File: config.mk
export PLATFORM = sky130hd
export DESIGN_NAME = fw_log_capture
export DESIGN_NICKNAME = d
export VERILOG_FILES = /design/src/rtl/fw_log_capture.sv
export SDC_FILE = /design/constraint.sdc
export NUM_CORES = 1
export LEC_CHECK = 0
export CORE_MARGIN = 4
export CORE_UTILIZATION = 50
export DETAILED_ROUTE_END_ITERATION = 16
export GPL_TIMING_DRIVEN = 0
export MAX_ROUTING_LAYER = met4
export PLACE_DENSITY = 0.67
export SLEW_MARGIN = 40
export SYNTH_ARGS = -nofsm -noshare
export SYNTH_HDL_FRONTEND = slang
export SYNTH_SLANG_ARGS = --single-unit
File: constraint.sdc
create_clock -name clk -period 5.1 [get_ports clk]
set_input_delay 0.51 -clock clk [delete_from_list [all_inputs] [get_ports clk]]
set_output_delay 0.51 -clock clk [all_outputs]
set_load 0.005 [all_outputs]
File: src/rtl/fw_log_capture.sv
// Non-intrusive firmware log capture. It snoops SRAM writes into a window of
// NUM_CH log addresses and timestamps each hit. Hits are queued in a FWFT FIFO
// and drained over a valid/ready stream.
module fw_log_capture #(
  parameter int unsigned           ADDR_WIDTH = 14,
  parameter int unsigned           DATA_WIDTH = 32,
  parameter int unsigned           NUM_CH     = 4,
  parameter logic [ADDR_WIDTH-1:0] BASE_ADDR  = 14'h4,
  parameter int unsigned           FIFO_DEPTH = 16,
  parameter int unsigned           TS_WIDTH   = 32,
  parameter int unsigned           CNT_WIDTH  = 16
) (
  input  logic                                          clk,
  input  logic                                          rst,
  input  logic [ADDR_WIDTH-1:0]                         sram_address,
  input  logic [DATA_WIDTH-1:0]                         sram_data_in,
  input  logic                                          sram_enable,
  input  logic                                          sram_write,
  input  logic                                          cfg_enable,
  input  logic [NUM_CH-1:0]                             cfg_ch_mask,
  output logic                                          out_valid,
  input  logic                                          out_ready,
  output logic [DATA_WIDTH-1:0]                         out_data,
  output logic [TS_WIDTH-1:0]                           out_ts,
  output logic [((NUM_CH > 1) ? $clog2(NUM_CH) : 1)-1:0] out_ch,
  output logic                                          out_lost,
  output logic [$clog2(FIFO_DEPTH):0]                   fifo_level,
  output logic [CNT_WIDTH-1:0]                          log_count,
  output logic [CNT_WIDTH-1:0]                          drop_count
);

  localparam int unsigned CH_WIDTH  = (NUM_CH > 1) ? $clog2(NUM_CH) : 1;
  localparam int unsigned PTR_WIDTH = $clog2(FIFO_DEPTH);
  localparam int unsigned LVL_WIDTH = PTR_WIDTH + 1;
  localparam int unsigned OFF_WIDTH = ADDR_WIDTH + 1;

  typedef struct packed {
    logic                  lost;
    logic [CH_WIDTH-1:0]   ch;
    logic [TS_WIDTH-1:0]   ts;
    logic [DATA_WIDTH-1:0] data;
  } entry_t;

  logic [TS_WIDTH-1:0]   ts;
  logic [OFF_WIDTH-1:0]  offset_c;
  logic [CH_WIDTH-1:0]   ch_c;
  logic                  in_window_c;
  logic                  hit_c;

  logic                  cap_valid;
  logic [DATA_WIDTH-1:0] cap_data;
  logic [TS_WIDTH-1:0]   cap_ts;
  logic [CH_WIDTH-1:0]   cap_ch;

  entry_t                mem [FIFO_DEPTH];
  logic [PTR_WIDTH-1:0]  wr_ptr;
  logic [PTR_WIDTH-1:0]  rd_ptr;
  logic                  lost_flag;
  logic [LVL_WIDTH-1:0]  level_next_c;
  logic                  full_c;
  logic                  pop_c;
  logic                  push_c;
  logic                  drop_c;
  entry_t                push_entry_c;
  entry_t                head_c;

  // Hit detection: the window offset is computed one bit wider so addresses below BASE_ADDR wrap high and miss.
  always_comb begin
    offset_c    = {1'b0, sram_address} - {1'b0, BASE_ADDR};
    in_window_c = offset_c < OFF_WIDTH'(NUM_CH);
    ch_c        = offset_c[CH_WIDTH-1:0];
    hit_c       = ~sram_enable & ~sram_write & cfg_enable & in_window_c & cfg_ch_mask[ch_c];
  end

  // FIFO control: a full FIFO still accepts when the head leaves at the same edge.
  always_comb begin
    full_c       = fifo_level == LVL_WIDTH'(FIFO_DEPTH);
    pop_c        = out_valid & out_ready;
    push_c       = cap_valid & (~full_c | pop_c);
    drop_c       = cap_valid & full_c & ~pop_c;
    push_entry_c = '{lost: lost_flag, ch: cap_ch, ts: cap_ts, data: cap_data};
    head_c       = mem[rd_ptr];
    level_next_c = fifo_level;
    if (push_c && !pop_c) begin
      level_next_c = fifo_level + LVL_WIDTH'(1);
    end else if (pop_c && !push_c) begin
      level_next_c = fifo_level - LVL_WIDTH'(1);
    end
  end

  // Head entry is presented only while valid, so an empty FIFO shows zeros.
  always_comb begin
    out_data = out_valid ? head_c.data : '0;
    out_ts   = out_valid ? head_c.ts   : '0;
    out_ch   = out_valid ? head_c.ch   : '0;
    out_lost = out_valid ? head_c.lost : 1'b0;
  end

  // Free-running timestamp, wraps silently.
  always_ff @(posedge clk) begin
    if (rst) begin
      ts <= '0;
    end else begin
      ts <= ts + TS_WIDTH'(1);
    end
  end

  // One-entry capture stage; a non-hit cycle empties it.
  always_ff @(posedge clk) begin
    if (rst) begin
      cap_valid <= 1'b0;
      cap_data  <= '0;
      cap_ts    <= '0;
      cap_ch    <= '0;
    end else begin
      cap_valid <= hit_c;
      if (hit_c) begin
        cap_data <= sram_data_in;
        cap_ts   <= ts;
        cap_ch   <= ch_c;
      end
    end
  end

  // FIFO storage; contents are don't-care once the pointers are reset.
  always_ff @(posedge clk) begin
    if (!rst && push_c) begin
      mem[wr_ptr] <= push_entry_c;
    end
  end

  // Pointers, occupancy, lost flag and saturating statistics.
  always_ff @(posedge clk) begin
    if (rst) begin
      wr_ptr     <= '0;
      rd_ptr     <= '0;
      fifo_level <= '0;
      out_valid  <= 1'b0;
      lost_flag  <= 1'b0;
      log_count  <= '0;
      drop_count <= '0;
    end else begin
      fifo_level <= level_next_c;
      out_valid  <= level_next_c != '0;
      if (push_c) begin
        wr_ptr    <= wr_ptr + PTR_WIDTH'(1);
        lost_flag <= 1'b0;
        if (log_count != '1) begin
          log_count <= log_count + CNT_WIDTH'(1);
        end
      end else if (drop_c) begin
        lost_flag <= 1'b1;
        if (drop_count != '1) begin
          drop_count <= drop_count + CNT_WIDTH'(1);
        end
      end
      if (pop_c) begin
        rd_ptr <= rd_ptr + PTR_WIDTH'(1);
      end
    end
  end

endmodule

Word-level counts from Yosys, hierarchy flattened. Memories as Yosys holds them, arrays and structs flattened. A register that Yosys moved wholly into a read port is not among the register bits. Index checks and enable logic that the tools add are counted.

Register bits after elaboration: 146. Memories kept: 1. Bits in writable memories: 1072. Output and inout port bits: 105. Logic and storage cells: 62.

Memory list: mem (depth 16, bits a word 67, read ports 1, clocked after Yosys merged registers in 1, write ports 1, line 55) `entry_t mem [FIFO_DEPTH];`.

$lt $le $gt $ge: 2. Equality and inequality tests: 3. Add/subtract/negate cells: 8. Multiplexer cells: 12. Bitwise logic cells: 14. Reduce and logical (&&, ||, !) cells: 10.

Operator list (count): $mux 32 (2); $add 16x1->16 const B (2); $add 32x1->32 const B (1); $ne 16x16->1 const B (2); $lt 15x3->1 const B (1); $sub 14x3->15 const B (1); $mux 5 (2); $add 4x1->4 const B (2); $and 1x1->1 (8); $mux 4 (2); $add 5x1->5 const B (1); $eq 5x5->1 const B (1); $not 1->1 (5); $reduce_bool 5->1 (1); $sub 5x1->5 const B (1); $mux 1 (4); $logic_and 1x1->1 (3); $logic_not 1->1 (3); $lt 2x3->1 const B (1); $reduce_and 3->1 (1); $bmux 1 s2 (1); $mux 2 (1); $reduce_and 2->1 (1); $reduce_or 2->1 (1); $or 1x1->1 (1).

Logic depth before layout (Yosys ltp).
Word-level depth: 9. Gate-level depth with buffers: 9. Mapped depth without buffers: 7.

Least setup slack after synthesis. OpenSTA, ideal clock, no wires.

Path type: register -> register. Start point: register fifo_level[1]. End point: memory mem[0][0] (netlist name) (enable). Cell stages (with the launch flop): 9. Arrival: 4589 ps. Path buffers: 2. Path slack: 19 ps. Cell sequence: dfxtp_1 -> inv_1 -> ha_1 -> nor4bb_1 -> buf_2 -> a21bo_2 -> clkbuf_1 -> or3_1 -> nor2_1.

Word-level cells in the longest chain between the ends: 7.

Ends and longest elaborated chain: start, declared (line 27) `output logic [$clog2(FIFO_DEPTH):0] fifo_level,`; start signal, assigned (line 143) `fifo_level <= level_next_c;`; $eq 5x5->1 (line 77) `full_c = fifo_level == LVL_WIDTH'(FIFO_DEPTH);`; $not 1->1 (line 79) `push_c = cap_valid & (~full_c | pop_c);`; $or 1x1->1 (line 79); $and 1x1->1 (line 79); $logic_and 1x1->1 (line 127) `if (!rst && push_c) begin`; $mux 1 (line 127); $mux 1 (not written as such) (line 128) `mem[wr_ptr] <= push_entry_c;`; end, declared (line 55).

Every way passes these cells.

==> results_dict.tcl <==
set metrics [dict create \
    p_leak_nw 17.2 \
    ys.flop_type "edfxtp_1" \
    setup_viol_count_final 0 \
    drc 0 \
    critPathMaxFanout 10 \
    drt_iter0_markers 2908 \
    clkTransAtPathRegs_ns 0.06 \
    worst_ep_required_time_ns 4.59 \
    vias 24600 \
    cts_made_buffers 116 \
    netlist_area_sq_mm 0.0470 \
    arrival_ns 4.34 \
    cpPeakStageDelay_ns 0.69 \
    crit_chain "clkbuf_1 > buf_2 > clkbuf_1 > mux4_2 > mux4_2 > and2_1 > clkdlybuf4s50_1" \
    synth_cells 2345 \
    yosysSeqAreaShare_pct 74.8 \
    max_slew_margin_pct 40.5 \
    port_buffers 159 \
    total_power_mw 21.0 \
    hold_buffers 0 \
    fin_tns_setup_ns 0 \
    power_frac_comb_pct 9.0 \
    clockPowerShare_pct 39.6 \
    ctsLongestPathBuffers 3 \
    cpMaxStageDelayCell "clkbuf_1" \
    p_per_area_mw_per_mm2 374 \
    antenna_left 0 \
    synth_commonest_cells "edfxtp_1, mux4_2, nand2_1, dfxtp_1, nor2_1" \
    areaGrowthSynthToFinish_pct 19.5 \
    place_area_sq_mm 0.0525 \
    drive_above_1_share_pct 24.6 \
    dr.pass1.iters 5 \
    grt_pass1_wl_um 168000 \
    place_congestion 0.808 \
    rsz0062_at_grt "no" \
    cts.htree.levels 3 \
    maxCapViolCount 0 \
    setup.worst_path.end_class "output port" \
    max_freq_ghz 0.206 \
    synth_area_leaders "edfxtp_1, mux4_2, dfxtp_1" \
    finClkSkew_ns 0.0438 \
    hold_path.class "input port to flip-flop" \
    switching_share_pct 22.2 \
    start_util_pct 50.4 \
    rows 112 \
    synthesis.nets 2413 \
    insertion_delay_ns 0.70 \
    synth.most_common_cell "edfxtp_1" \
    period_share_pct 95.2 \
    reg2regPathDepth 11 \
    setup_slack_ns 0.247 \
    synth_edf_count 1072 \
    post_cts_buffers 0 \
    grt_max_degree 18 \
    numClockSinks 1222 \
    status "finished, final reports clean" \
    cts_tree "yes" \
    irDropWorstVdd_v 0.000313 \
    pin_count 161 \
    internal_power_mw 16.4 \
    critical_path_class "flip-flop to output port" \
    p_sw_mw 4.66 \
    grt-ovfl-total 0 \
    min_period_ns 4.85 \
    startpoint_type "flip-flop" \
    dp.final_hpwl_um 73900 \
    slew_violations 0 \
    cts_resized 0 \
    fin_area_sq_mm 0.0562 \
    syn_avg_cell_area_sq_um 20.1 \
    wirelength_um 114000 \
    synth_largest_area_cell "edfxtp_1" \
    dp_slack_ns 0.925 \
    layout.nets 2786 \
    die_h_um 315 \
    seq_power_share_pct 51.3 \
    antenna_found_initial 2 \
    ys_warn_count 0 \
    ys_ff_latch 1222 \
    core-area_sq_mm 0.0933 \
    wire_per_inst_um 27.9 \
    dieArea_sq_mm 0.0990 \
    hold-path-cell-count 3 \
    hold_viol 0 \
    clockRootBuffer "clkbuf_16" \
    grt_pass1_vias 25200 \
    hold_ws_ns 0.300 \
    die_x_um 315 \
    tightest_slew_ns 0.893 \
    grt_use_total_pct 24.0 \
    synth_top_area_share_pct 68.5 \
    yosysUniqueCellTypes 49 \
    viasPerCell 6.03 \
    postSynth.asyncResetShare_pct 0 \
]
## cell usage in the layout, fill, tap and decap left out, types with 14 or more instances in the layout
master           Yosys  final
edfxtp_1          1072   1072
mux4_2             336    336
nand2_1            161    161
clkdlybuf4s50_1      0    159
dfxtp_1            150    149
clkbuf_16            0    118
a21oi_1             84     84
nor2_1              93     77
and2_1              72     72
clkbuf_1            67     68
buf_16               0     56
buf_8                0     39
xnor2_1             37     37
nand3_1             27     27
clkinv_2             0     27
clkbuf_2             0     26
clkinv_1             0     26
nand4_1             24     24
buf_4               20     21
buf_2               17     19
xor2_1              19     19
nor2_4               0     16
inv_1               15     15
nor3_1              14     14
nor4_1              14     14
## worst max-delay path: cells and delay by family, from the launching register on
family	cells	cell delay, ns
buffers and inverters	4	2.14
muxes	2	0.91
DFF	1	0.30
and+or+nand+nor	1	0.27
## metal layers
layer	vias to the layer above	track usage, %	routed length, um
met5	-	-	0
met4	0	6.34	3000
met3	208	4.15	9330
met2	1093	38.2	56500
met1	13000	32.7	44900
li1	10300	-	-
## kinds of logic (layout without fill, tap and decap cells)
kind of cell / Yosys count / after routing / share of synthesized area [%]
DFF: 1222 / 1222 / 74.8
adders and majority gates: 12 / 12 / 0.319
other: 0 / 3 / 0
xor gates and xnor gates: 56 / 56 / 1.04
muxes: 341 / 341 / 16.2
and+or+nand+nor: 449 / 449 / 4.64
buffers and inverters: 141 / 617 / 1.43
AOI/OAI and AO/OA: 124 / 124 / 1.52
## layout make-up
type	count	area, sq um
timing repair buffer	255	3730
inverter	15	56.3
clock inverter	68	507
multi-input combinational	982	11300
buffer	126	649
antenna	3	7.51
tap	1254	1570
clock buffer	153	3200
sequential	1222	35200
fill	6559	37100
## power groups by stage
stage	combinational (mW)	clock, mW	sequential (mW)
after CTS	1.96	8.42	10.8
after global routing	2.06	8.88	10.8
after global placement	1.93	0	11.0
after detailed placement	1.95	0	11.0
after floorplan	1.12	0	11.0
final	1.90	8.33	10.8
## stage by stage
stage          util (%)  cells
3_3_place_gp       53.8   3758
5_1_grt            60.2   4076
6_report           60.2   4078
4_1_cts            60.2   4074
2_1_floorplan         -   2345
3_5_place_dp       56.2   3853
## sequential cells by signal, indices dropped and copies added, names as in the netlist, named ones only
| name | flops |
|---|---|
| out_valid | 1 |
| cap_ch | 2 |
| drop_count | 16 |
| wr_ptr | 4 |
| rd_ptr | 4 |
| cap_ts | 32 |
| cap_valid | 1 |
| lost_flag | 1 |
| cap_data | 32 |
| fifo_level | 5 |
| ts | 32 |
| mem | 1072 |
| log_count | 16 |
## worst paths after layout
| check | slack [ns] | startpoint | end |
|---|---|---|---|
| max | 0.25 | flip-flop | out_ch[0] |
| min | 0.30 | rst | drop_count[8]$_SDFFE_PP0P_ |
| max reg2reg | 1.31 | fifo_level[0]$_SDFF_PP0_ | mem[10][30]$_DFFE_PP_ |
| min reg2reg | 0.49 | ts[21]$_SDFF_PP0_ | cap_ts[21]$_SDFFE_PP0P_ |
No activity file was read; power rests on OpenSTA's default activity.
